[config.mk]
export PLATFORM = sky130hd
export DESIGN_NAME = vector_load_unit_flat
export DESIGN_NICKNAME = d
export VERILOG_FILES = /design/src/rtl/vector_load_unit_if.sv /design/src/rtl/vector_load_unit.sv /design/src/flat_wrapper.sv
export SDC_FILE = /design/constraint.sdc
export NUM_CORES = 1
export LEC_CHECK = 0
export CAP_MARGIN = 20
export CORE_ASPECT_RATIO = 1.1
export CORE_MARGIN = 1.5
export CORE_UTILIZATION = 50
export CTS_CLUSTER_SIZE = 12
export DETAILED_ROUTE_END_ITERATION = 6
export DONT_BUFFER_PORTS = 1
export PLACE_DENSITY_LB_ADDON = 0.05
export SETUP_SLACK_MARGIN = 0.4
export SYNTH_ARGS = -nofsm -noshare
export SYNTH_HDL_FRONTEND = slang
export SYNTH_SLANG_ARGS = --single-unit
[constraint.sdc]
create_clock -name clk -period 26.9 [get_ports clk]
set_input_delay 5.38 -clock clk [delete_from_list [all_inputs] [get_ports clk]]
set_output_delay 5.38 -clock clk [all_outputs]
set_load 0.02 [all_outputs]
[src/rtl/vector_load_unit_if.sv]
// Memory read port and vector-register-file write port of the vector load unit.
// The load unit takes the master side; the memory/VRF model takes the slave side.
interface vector_load_unit_if;
   logic        mem_re;
   logic [31:0] mem_addr;
   logic [31:0] mem_rdata;
   logic        mem_rvalid;
   logic        vrf_we;
   logic [3:0]  vrf_vd;
   logic [31:0] vrf_wd0;
   logic [31:0] vrf_wd1;
   logic [31:0] vrf_wd2;
   logic [31:0] vrf_wd3;
   logic [31:0] vrf_wd4;

   modport master (
      output mem_re, mem_addr,
      input  mem_rdata, mem_rvalid,
      output vrf_we, vrf_vd, vrf_wd0, vrf_wd1, vrf_wd2, vrf_wd3, vrf_wd4
   );

   modport slave (
      input  mem_re, mem_addr,
      output mem_rdata, mem_rvalid,
      input  vrf_we, vrf_vd, vrf_wd0, vrf_wd1, vrf_wd2, vrf_wd3, vrf_wd4
   );
endinterface

[src/rtl/vector_load_unit.sv]
// Five-element vector load: one read per element, then a single VRF write; 11 cycles with 1-cycle memory.
// Waits indefinitely for mem_rvalid; start ignored while busy. VLOAD_STRIDE_EN adds a runtime stride port.
module vector_load_unit #(
   parameter int ELEM_BYTES = 4
) (
   input  logic        clk,
   input  logic        reset,
   input  logic        start,
   input  logic [31:0] base_addr,
   input  logic [3:0]  vd,
`ifdef VLOAD_STRIDE_EN
   input  logic [31:0] stride,
`endif
   output logic        busy,
   output logic        done,
   vector_load_unit_if.master bus
);

   typedef enum logic [1:0] {IDLE, REQ, WAIT, WRITE} state_t;

   state_t      state_q, state_d;
   logic [2:0]  idx_q;
   logic [31:0] base_q;
   logic [3:0]  vd_q;
   logic [31:0] elem_q [4];
   logic [31:0] wd_q   [5];
   logic [3:0]  vrf_vd_q;
   logic [31:0] step;
   logic        accept;
   logic        capture;
   logic        last;

`ifdef VLOAD_STRIDE_EN
   logic [31:0] stride_q;
   assign step = stride_q;
`else
   assign step = 32'(ELEM_BYTES);
`endif

   assign accept  = (state_q == IDLE) && start;
   assign capture = (state_q == WAIT) && bus.mem_rvalid;
   assign last    = (idx_q == 3'd4);

   always_ff @(posedge clk or posedge reset) begin
      if (reset) state_q <= IDLE;
      else       state_q <= state_d;
   end

   always_comb begin
      state_d = state_q;
      case (state_q)
         IDLE:    if (start) state_d = REQ;
         REQ:     state_d = WAIT;
         WAIT:    if (bus.mem_rvalid) state_d = last ? WRITE : REQ;
         WRITE:   state_d = IDLE;
         default: state_d = IDLE;
      endcase
   end

   always_ff @(posedge clk or posedge reset) begin
      if (reset) begin
         idx_q    <= '0;
         base_q   <= '0;
         vd_q     <= '0;
         vrf_vd_q <= '0;
`ifdef VLOAD_STRIDE_EN
         stride_q <= '0;
`endif
         for (int i = 0; i < 4; i++) elem_q[i] <= '0;
         for (int i = 0; i < 5; i++) wd_q[i]   <= '0;
      end else begin
         if (accept) begin
            idx_q  <= '0;
            base_q <= base_addr;
            vd_q   <= vd;
`ifdef VLOAD_STRIDE_EN
            stride_q <= stride;
`endif
         end
         if (capture) begin
            // Output registers load only on the last element so the VRF
            // bus keeps the previous vector for the whole next command.
            if (last) begin
               for (int i = 0; i < 4; i++) wd_q[i] <= elem_q[i];
               wd_q[4]  <= bus.mem_rdata;
               vrf_vd_q <= vd_q;
            end else begin
               elem_q[idx_q[1:0]] <= bus.mem_rdata;
               idx_q              <= idx_q + 3'd1;
            end
         end
      end
   end

   assign busy         = (state_q != IDLE);
   assign done         = (state_q == WRITE);
   assign bus.mem_re   = (state_q == REQ);
   assign bus.mem_addr = (state_q == REQ) ? (base_q + 32'(idx_q) * step) : 32'd0;
   assign bus.vrf_we   = (state_q == WRITE);
   assign bus.vrf_vd   = vrf_vd_q;
   assign bus.vrf_wd0  = wd_q[0];
   assign bus.vrf_wd1  = wd_q[1];
   assign bus.vrf_wd2  = wd_q[2];
   assign bus.vrf_wd3  = wd_q[3];
   assign bus.vrf_wd4  = wd_q[4];

endmodule

[src/flat_wrapper.sv]
// flat-port wrapper written by rule: the top's interface ports become plain ports
module vector_load_unit_flat 
#(
   parameter int ELEM_BYTES = 4
)
  (clk, reset, start, base_addr, vd, busy, done, bus_mem_re, bus_mem_addr, bus_mem_rdata, bus_mem_rvalid, bus_vrf_we, bus_vrf_vd, bus_vrf_wd0, bus_vrf_wd1, bus_vrf_wd2, bus_vrf_wd3, bus_vrf_wd4);
  vector_load_unit_if bus_i ();
  input  logic clk;
  input  logic reset;
  input  logic start;
  input  logic [31:0] base_addr;
  input  logic [3:0] vd;
  output logic busy;
  output logic done;
  output wire logic [$bits(bus_i.mem_re)-1:0] bus_mem_re;
  output wire logic [$bits(bus_i.mem_addr)-1:0] bus_mem_addr;
  input wire logic [$bits(bus_i.mem_rdata)-1:0] bus_mem_rdata;
  input wire logic [$bits(bus_i.mem_rvalid)-1:0] bus_mem_rvalid;
  output wire logic [$bits(bus_i.vrf_we)-1:0] bus_vrf_we;
  output wire logic [$bits(bus_i.vrf_vd)-1:0] bus_vrf_vd;
  output wire logic [$bits(bus_i.vrf_wd0)-1:0] bus_vrf_wd0;
  output wire logic [$bits(bus_i.vrf_wd1)-1:0] bus_vrf_wd1;
  output wire logic [$bits(bus_i.vrf_wd2)-1:0] bus_vrf_wd2;
  output wire logic [$bits(bus_i.vrf_wd3)-1:0] bus_vrf_wd3;
  output wire logic [$bits(bus_i.vrf_wd4)-1:0] bus_vrf_wd4;
  assign bus_mem_re = bus_i.mem_re;
  assign bus_mem_addr = bus_i.mem_addr;
  assign bus_i.mem_rdata = bus_mem_rdata;
  assign bus_i.mem_rvalid = bus_mem_rvalid;
  assign bus_vrf_we = bus_i.vrf_we;
  assign bus_vrf_vd = bus_i.vrf_vd;
  assign bus_vrf_wd0 = bus_i.vrf_wd0;
  assign bus_vrf_wd1 = bus_i.vrf_wd1;
  assign bus_vrf_wd2 = bus_i.vrf_wd2;
  assign bus_vrf_wd3 = bus_i.vrf_wd3;
  assign bus_vrf_wd4 = bus_i.vrf_wd4;
  vector_load_unit #(.ELEM_BYTES(ELEM_BYTES)) u_core (.clk(clk), .reset(reset), .start(start), .base_addr(base_addr), .vd(vd), .busy(busy), .done(done), .bus(bus_i));
endmodule
==> results of run 1 <==
## power groups by stage
stage               sequential [mW]  clock, mW  combinational [mW]
global route                  0.803      0.512               0.296
finish                        0.782      0.476               0.265
detailed placement            0.790          0               0.267
floorplan                     0.756          0               0.227
global placement              0.780          0               0.255
CTS                           0.782      0.491               0.269
## kinds of logic (layout without fill, tap and decap cells)
family | count (synthesis) | count (layout) | share of synthesized area (%)
and+or+nand+nor | 192 | 192 | 6.65
adders and majority gates | 8 | 8 | 0.808
xor gates and xnor gates | 8 | 8 | 0.526
AOI/OAI and AO/OA | 52 | 52 | 2.55
buffers and inverters | 55 | 75 | 1.93
DFF | 333 | 333 | 62.6
muxes | 295 | 295 | 24.9
## critical path: cells and delay by family (launching register included)
family / cells / cell delay (ns)
simple gates: 2 / 0.92
compound gates: 2 / 0.70
fa+ha+maj: 2 / 0.64
flops: 1 / 0.44
buf+inv: 1 / 0.07
## registers in the layout (all words and copies together) (netlist names)
register / count
u_core.elem_q: 128
u_core.base_q: 32
u_core.bus.vrf_wd0: 32
u_core.bus.vrf_wd1: 32
u_core.bus.vrf_wd2: 32
u_core.bus.vrf_wd3: 32
u_core.bus.vrf_wd4: 32
u_core.bus.vrf_vd: 4
u_core.vd_q: 4
u_core.idx_q: 3
u_core.state_q: 2
## how the worst min path moves through the flow
stage	cells past startpoint	endpoint	start	slack [ns]
final	2	u_core.vd_q[0]	u_core.vd_q[0]	0.48
after CTS	2	u_core.vd_q[0]	u_core.vd_q[0]	0.48
after detailed placement	2	u_core.base_q[0]	u_core.base_q[0]	0.46
after floorplan	2	u_core.base_q[0]	u_core.base_q[0]	0.44
after global placement	2	u_core.base_q[1]	u_core.base_q[1]	0.46
after global routing	2	u_core.base_q[1]	u_core.base_q[1]	0.49
## per-layer routing
metal	share of wire [%]	track usage, %	up-vias
met1	40	24.6	3783
met3	9.1	7.40	52
met2	48	33.0	222
met5	0	0	-
met4	2.5	6.11	0
li1	-	-	3298
## cell usage in the layout, fill, tap and decap left out, drive strengths merged, types with 2 or more instances in the layout
cell type	count
xor2	4
clkinv	3
and4	4
o31ai	11
dfrtp	333
o21ai	11
nor2b	2
xnor2	4
o211ai	3
ha	7
o21a	2
nor2	10
buf	7
o2111ai	2
and3	5
nor3	3
inv	8
nand3	6
a21oi	19
or3	8
and2	9
nand4	8
or4	10
clkbuf	56
mux2	292
mux2i	3
nand2	125
## stage by stage
stage	cell area, um^2	power (mW)
after floorplan	13300	0.982
after global placement	13600	1.04
after detailed placement	13600	1.06
after CTS	14800	1.54
after global routing	14800	1.61
final	14800	1.52
## final cells by class
type / count / area, um^2
sequential: 333 / 8330
tap: 352 / 440
clock buffer: 56 / 1100
fill: 2151 / 11300
inverter: 8 / 37.5
multi-input combinational: 555 / 4730
clock inverter: 4 / 60.1
timing repair buffer: 7 / 118
==> key figures, run 1 <==
Drt
  – Vias per cell: 5.59
  – DRC: 0
  – WL final: 27.3 mm
  – First-pass DRT Iterations: 4
  – WL/cell: 20.8 um
  – Vias: 7355
  – Post-DRT Antenna Nets: 0
  – Initial DRC Count: 285

Global routing
  – Total GRT Usage: 20.1%
  – Vias in the first global route: 7854
  – Largest net degree at the start of global routing: 174
  – First-pass GRT wire length: 43.2 mm
  – Initial antenna violation count: 0
  – Gr ovfl total: 0

Clocking
  – TritonCTS clock tree: yes
  – Clk Latency, worst-skew pair: 0.51 ns
  – CTS root buffer: clkbuf_16
  – H-Tree Depth: 2
  – # Post-CTS Setup Buffers: 0
  – Cts bufs inserted: 36
  – Post-cts sizing count: 0
  – CTS hold repair buffers: 0
  – CTS Sinks: 333
  – CTS max path bufs: 3
  – Clk slew on worst S/H paths: 0.06 ns

Critical path
  – CP Max Fanout: 18
  – Setup crit end kind: output port
  – Critical Path End: bus_mem_addr[22]
  – CP startpoint kind: flop
  – Critical path class: reg -> out
  – Delay of the slowest cell on the worst path: 0.57 ns
  – Origin of the worst setup path: u_core.idx_q[0]
  – Critical path, cell by cell: ha_1, inv_1, fa_1, and2b_1, o2111ai_4, or4_1, a21oi_1
  – Worst r2r dst: u_core.elem_q[77]
  – Worst EP required: 21.52 ns
  – CP max-delay cell: or4_1
  – Setup slack, reg-to-reg: 24.32 ns
  – FF-to-FF Start: u_core.idx_q[0]
  – FF-to-FF path depth: 6
  – CP Data Arrival Time: 3.26 ns

Timing
  – Max frequency: 116 MHz
  – Final period utilization: 32.1%
  – RSZ-0062 raised after global routing: no
  – Final-report setup violation count: 0
  – Final-report hold violation count: 0
  – Slew @ Worst Pin: 1.10 ns
  – Hold slack: 0.476 ns
  – Worst rel slew slack: 26.7%
  – Final clock skew: 0.0235 ns
  – Fin crit period: 8.64 ns
  – Fin. max-slew vios: 0
  – Total Neg Setup Slack: 0 ns
  – Final WS setup: 18.26 ns

Layout
  – Post-layout util: 56.7%
  – Ant. Diodes: 0
  – Layout cells sized above 1: 37.0%
  – Final #Nets: 1021
  – P&R area growth vs syn: 11.3%
  – Fin cells: 1315

Synthesis
  – Largest cells by area after synthesis: dfrtp_1, mux2_2, nand2_1
  – Cell taking the most area after synthesis: dfrtp_1
  – Netlist cell types: 38
  – Syn_nets: 1023
  – Count leader, synth: dfrtp_1
  – Post-synth top area share: 62.6%
  – Fraction of registers with async set or reset after synthesis: 100%
  – FF+latch count, synth: 333
  – Synth warn: 0
  – Post-Synthesis Cell Area: 13300 um^2
  – Commonest cells in the synthesized netlist: dfrtp_1, mux2_2, nand2_1
  – Sequential share of the synthesized area: 62.6%
  – Mean Syn Cell Area: 14.1 um^2
  – Syn Inst Count: 943
  – Number of synthesized flops with an enable pin: 0
  – Top_reg_cell synth: dfrtp_1

Floorplan
  – Die width: 159 um
  – Ports: 272
  – Row cnt: 62
  – Core Area: 26100 um^2
  – Die Y: 174 um
  – Total Die Area: 27600 um^2
  – Starting density of the core: 50.9%

Pwr
  – Clock power frac: 31.2%
  – Logic pwr share: 17.4%
  – Pint: 1.07 mW
  – LEAKAGE: 7.35 nW
  – Psw: 0.451 mW
  – Reg power frac: 51.4%
  – Max VDD drop: 52.5 uV
  – Pwr dens: 103 nW/um^2
  – Switch share: 29.6%

Placement
  – Final GP Congestion: 0.857
  – Detail Placement HPWL: 17.3 mm
  – Dpl cells: 1254
  – Port Buf Inserts: 0
  – Pre-CTS setup slack: 18.78 ns

Status
  – Status: finished, final reports clean

Run
  – Max-Cap Viols: 0

Worst hold path
  – Worst hold path class: reg -> reg
Note: power is estimated with default switching activity, not from simulation.
==> run 2: changes to the inputs <==
==> constraint.sdc (replaced) <==
create_clock -name clk -period 8.2 [get_ports clk]
set_input_delay 1.64 -clock clk [delete_from_list [all_inputs] [get_ports clk]]
set_output_delay 1.64 -clock clk [all_outputs]
set_load 0.02 [all_outputs]
==> key figures, run 2 (synthesized netlist as in run 1, its figures left out) <==
Critical path
  – Critical path class: reg -> out
  – Critical path, cell by cell: ha_1, inv_1, fa_1, and2b_1, o2111ai_4, or4_1, a21oi_1
  – Setup crit end kind: output port
  – Cell family with most CP delay: simple AND/OR/NAND/NOR gates
  – CP Max Fanout: 18
  – Crit path buffers/inverters: 1
  – CP max-delay cell: or4_1
  – CP Data Arrival Time: 3.25 ns
  – CP startpoint kind: flop
  – Worst EP required: 6.56 ns
  – Delay of the slowest cell on the worst path: 0.57 ns

Placement
  – Port Buf Inserts: 0
  – Dpl cells: 1255
  – Detail Placement HPWL: 17.5 mm
  – Final GP Congestion: 0.851

Layout
  – # fillers: 2151
  – Most common cell after layout, fill and taps aside: dfrtp_1
  – P&R area growth vs syn: 10.8%
  – Most flop-heavy register: u_core.elem_q
  – Post-layout util: 56.4%
  – Final #Nets: 1024
  – Ant. Diodes: 0
  – Fin cells: 1311
  – Most frequent cells in the layout: dfrtp_1, mux2_2, nand2_1
  – Max FFs per register: 128
  – Layout cells sized above 1: 37.0%

Timing
  – Worst rel slew slack: 28.6%
  – Slew @ Worst Pin: 1.07 ns
  – Total Neg Setup Slack: 0 ns
  – Final period utilization: 59.6%
  – Final clock skew: 0.0211 ns
  – Fin. max-slew vios: 0
  – Max frequency: 205 MHz
  – Final-report setup violation count: 0
  – Fin crit period: 4.89 ns
  – RSZ-0062 raised after global routing: no
  – Final-report hold violation count: 0

Pwr
  – Reg power frac: 52.3%
  – Total Power: 4.89 mW
  – LEAKAGE: 7.32 nW
  – Clock power frac: 29.8%
  – Max VDD drop: 160 uV
  – Psw: 1.46 mW
  – Pint: 3.44 mW
  – Switch share: 29.7%
  – Pwr dens: 332 nW/um^2
  – Logic pwr share: 17.9%

Worst hold path
  – Worst hold path class: reg -> reg

Clocking
  – Clk Latency, worst-skew pair: 0.51 ns
  – Cts bufs inserted: 35
  – H-Tree Depth: 2
  – # Post-CTS Setup Buffers: 0
  – CTS root buffer: clkbuf_16
  – CTS max path bufs: 3
  – CTS hold repair buffers: 0
  – Clk slew on worst S/H paths: 0.06 ns
  – TritonCTS clock tree: yes
  – CTS Sinks: 333
  – Post-cts sizing count: 0

Drt
  – Initial DRC Count: 354
  – Vias: 7338
  – WL/cell: 20.5 um
  – Vias per cell: 5.60
  – First-pass DRT Iterations: 4
  – WL final: 26.9 mm
  – DRC: 0
  – Post-DRT Antenna Nets: 0

Floorplan
  – Die Y: 174 um
  – Total Die Area: 27600 um^2
  – Ports: 272
  – Die width: 159 um
  – Starting density of the core: 50.9%
  – Row cnt: 62
  – Core Area: 26100 um^2

Global routing
  – Largest net degree at the start of global routing: 182
  – Total GRT Usage: 19.7%
  – Vias in the first global route: 7751
  – Initial antenna violation count: 0
  – Gr ovfl total: 0
  – First-pass GRT wire length: 42.5 mm

Run
  – Max-Cap Viols: 0

Status
  – Status: finished, final reports clean
[run 2: cell count changes in the layout (fill, tap and decap cells not counted)]
cell / before / now
buf_4: 2 / 5
buf_16: 1 / 2
clkbuf_8: 8 / 4
clkbuf_1: 10 / 7
inv_6: 0 / 1
buf_8: 1 / 0
clkinvlp_4: 0 / 2
clkinv_4: 1 / 0
clkbuf_16: 38 / 36
buf_6: 0 / 1
inv_8: 1 / 0
[run 2: worst paths after layout]
path	end	slack [ns]	from	depth (start not counted)
max	bus_mem_addr[28]	3.31	u_core.idx_q[0]	7
max in group asynchronous	u_core.idx_q[1]	5.62	reset	2
min in group asynchronous	u_core.bus.vrf_wd2[4]	1.12	reset	1
max reg2reg	u_core.elem_q[36]	5.58	u_core.idx_q[0]	6
min reg2reg	u_core.vd_q[1]	0.47	u_core.vd_q[1]	2
min	u_core.vd_q[1]	0.47	u_core.vd_q[1]	2
[run 2: per-stage QoR]
| step | hold WS [ns] | worst slack (ns) | cell area, um^2 |
|---|---|---|---|
| CTS | 0.475 | 3.29 | 14700 |
| global placement | 0.453 | 3.91 | 13600 |
| global route | 0.510 | 3.09 | 14700 |
| finish | 0.473 | 3.31 | 14700 |
| floorplan | 0.437 | 2.11 | 13300 |
| detailed placement | 0.459 | 3.83 | 13600 |
[run 2: power by group through the flow]
stage	clock network [mW]	registers (mW)	logic (mW)
2_1_floorplan	0	2.48	0.744
3_3_place_gp	0	2.56	0.834
3_5_place_dp	0	2.59	0.883
4_1_cts	1.50	2.56	0.889
5_1_grt	1.57	2.63	0.976
6_report	1.46	2.56	0.878
[run 2: worst register-to-register path: stages (launching register included)]
cell,delay [ns]
dfrtp_1,0.44
inv_1,0.11
ha_1,0.25
nand2_1,0.09
and3_1,0.37
nand2_2,0.69
mux2_2,0.54
[run 2: layout make-up]
class	count	area, um^2	share of cell area [%]
Clock buffer	47	982	6.66
Clock inverter	5	67.6	0.458
Inverter	8	33.8	0.229
Multi-Input combinational cell	555	4730	32.1
Sequential cell	333	8330	56.5
Tap cell	352	440	2.99
Timing Repair Buffer	11	164	1.11
[run 2: layer usage]
layer | track usage (%) | part of all wire (%) | up-vias
li1 | - | - | 3296
met1 | 23.9 | 40 | 3782
met2 | 33.0 | 50 | 214
met3 | 7.11 | 8.9 | 46
met4 | 5.30 | 2.0 | 0
met5 | 0 | 0 | -
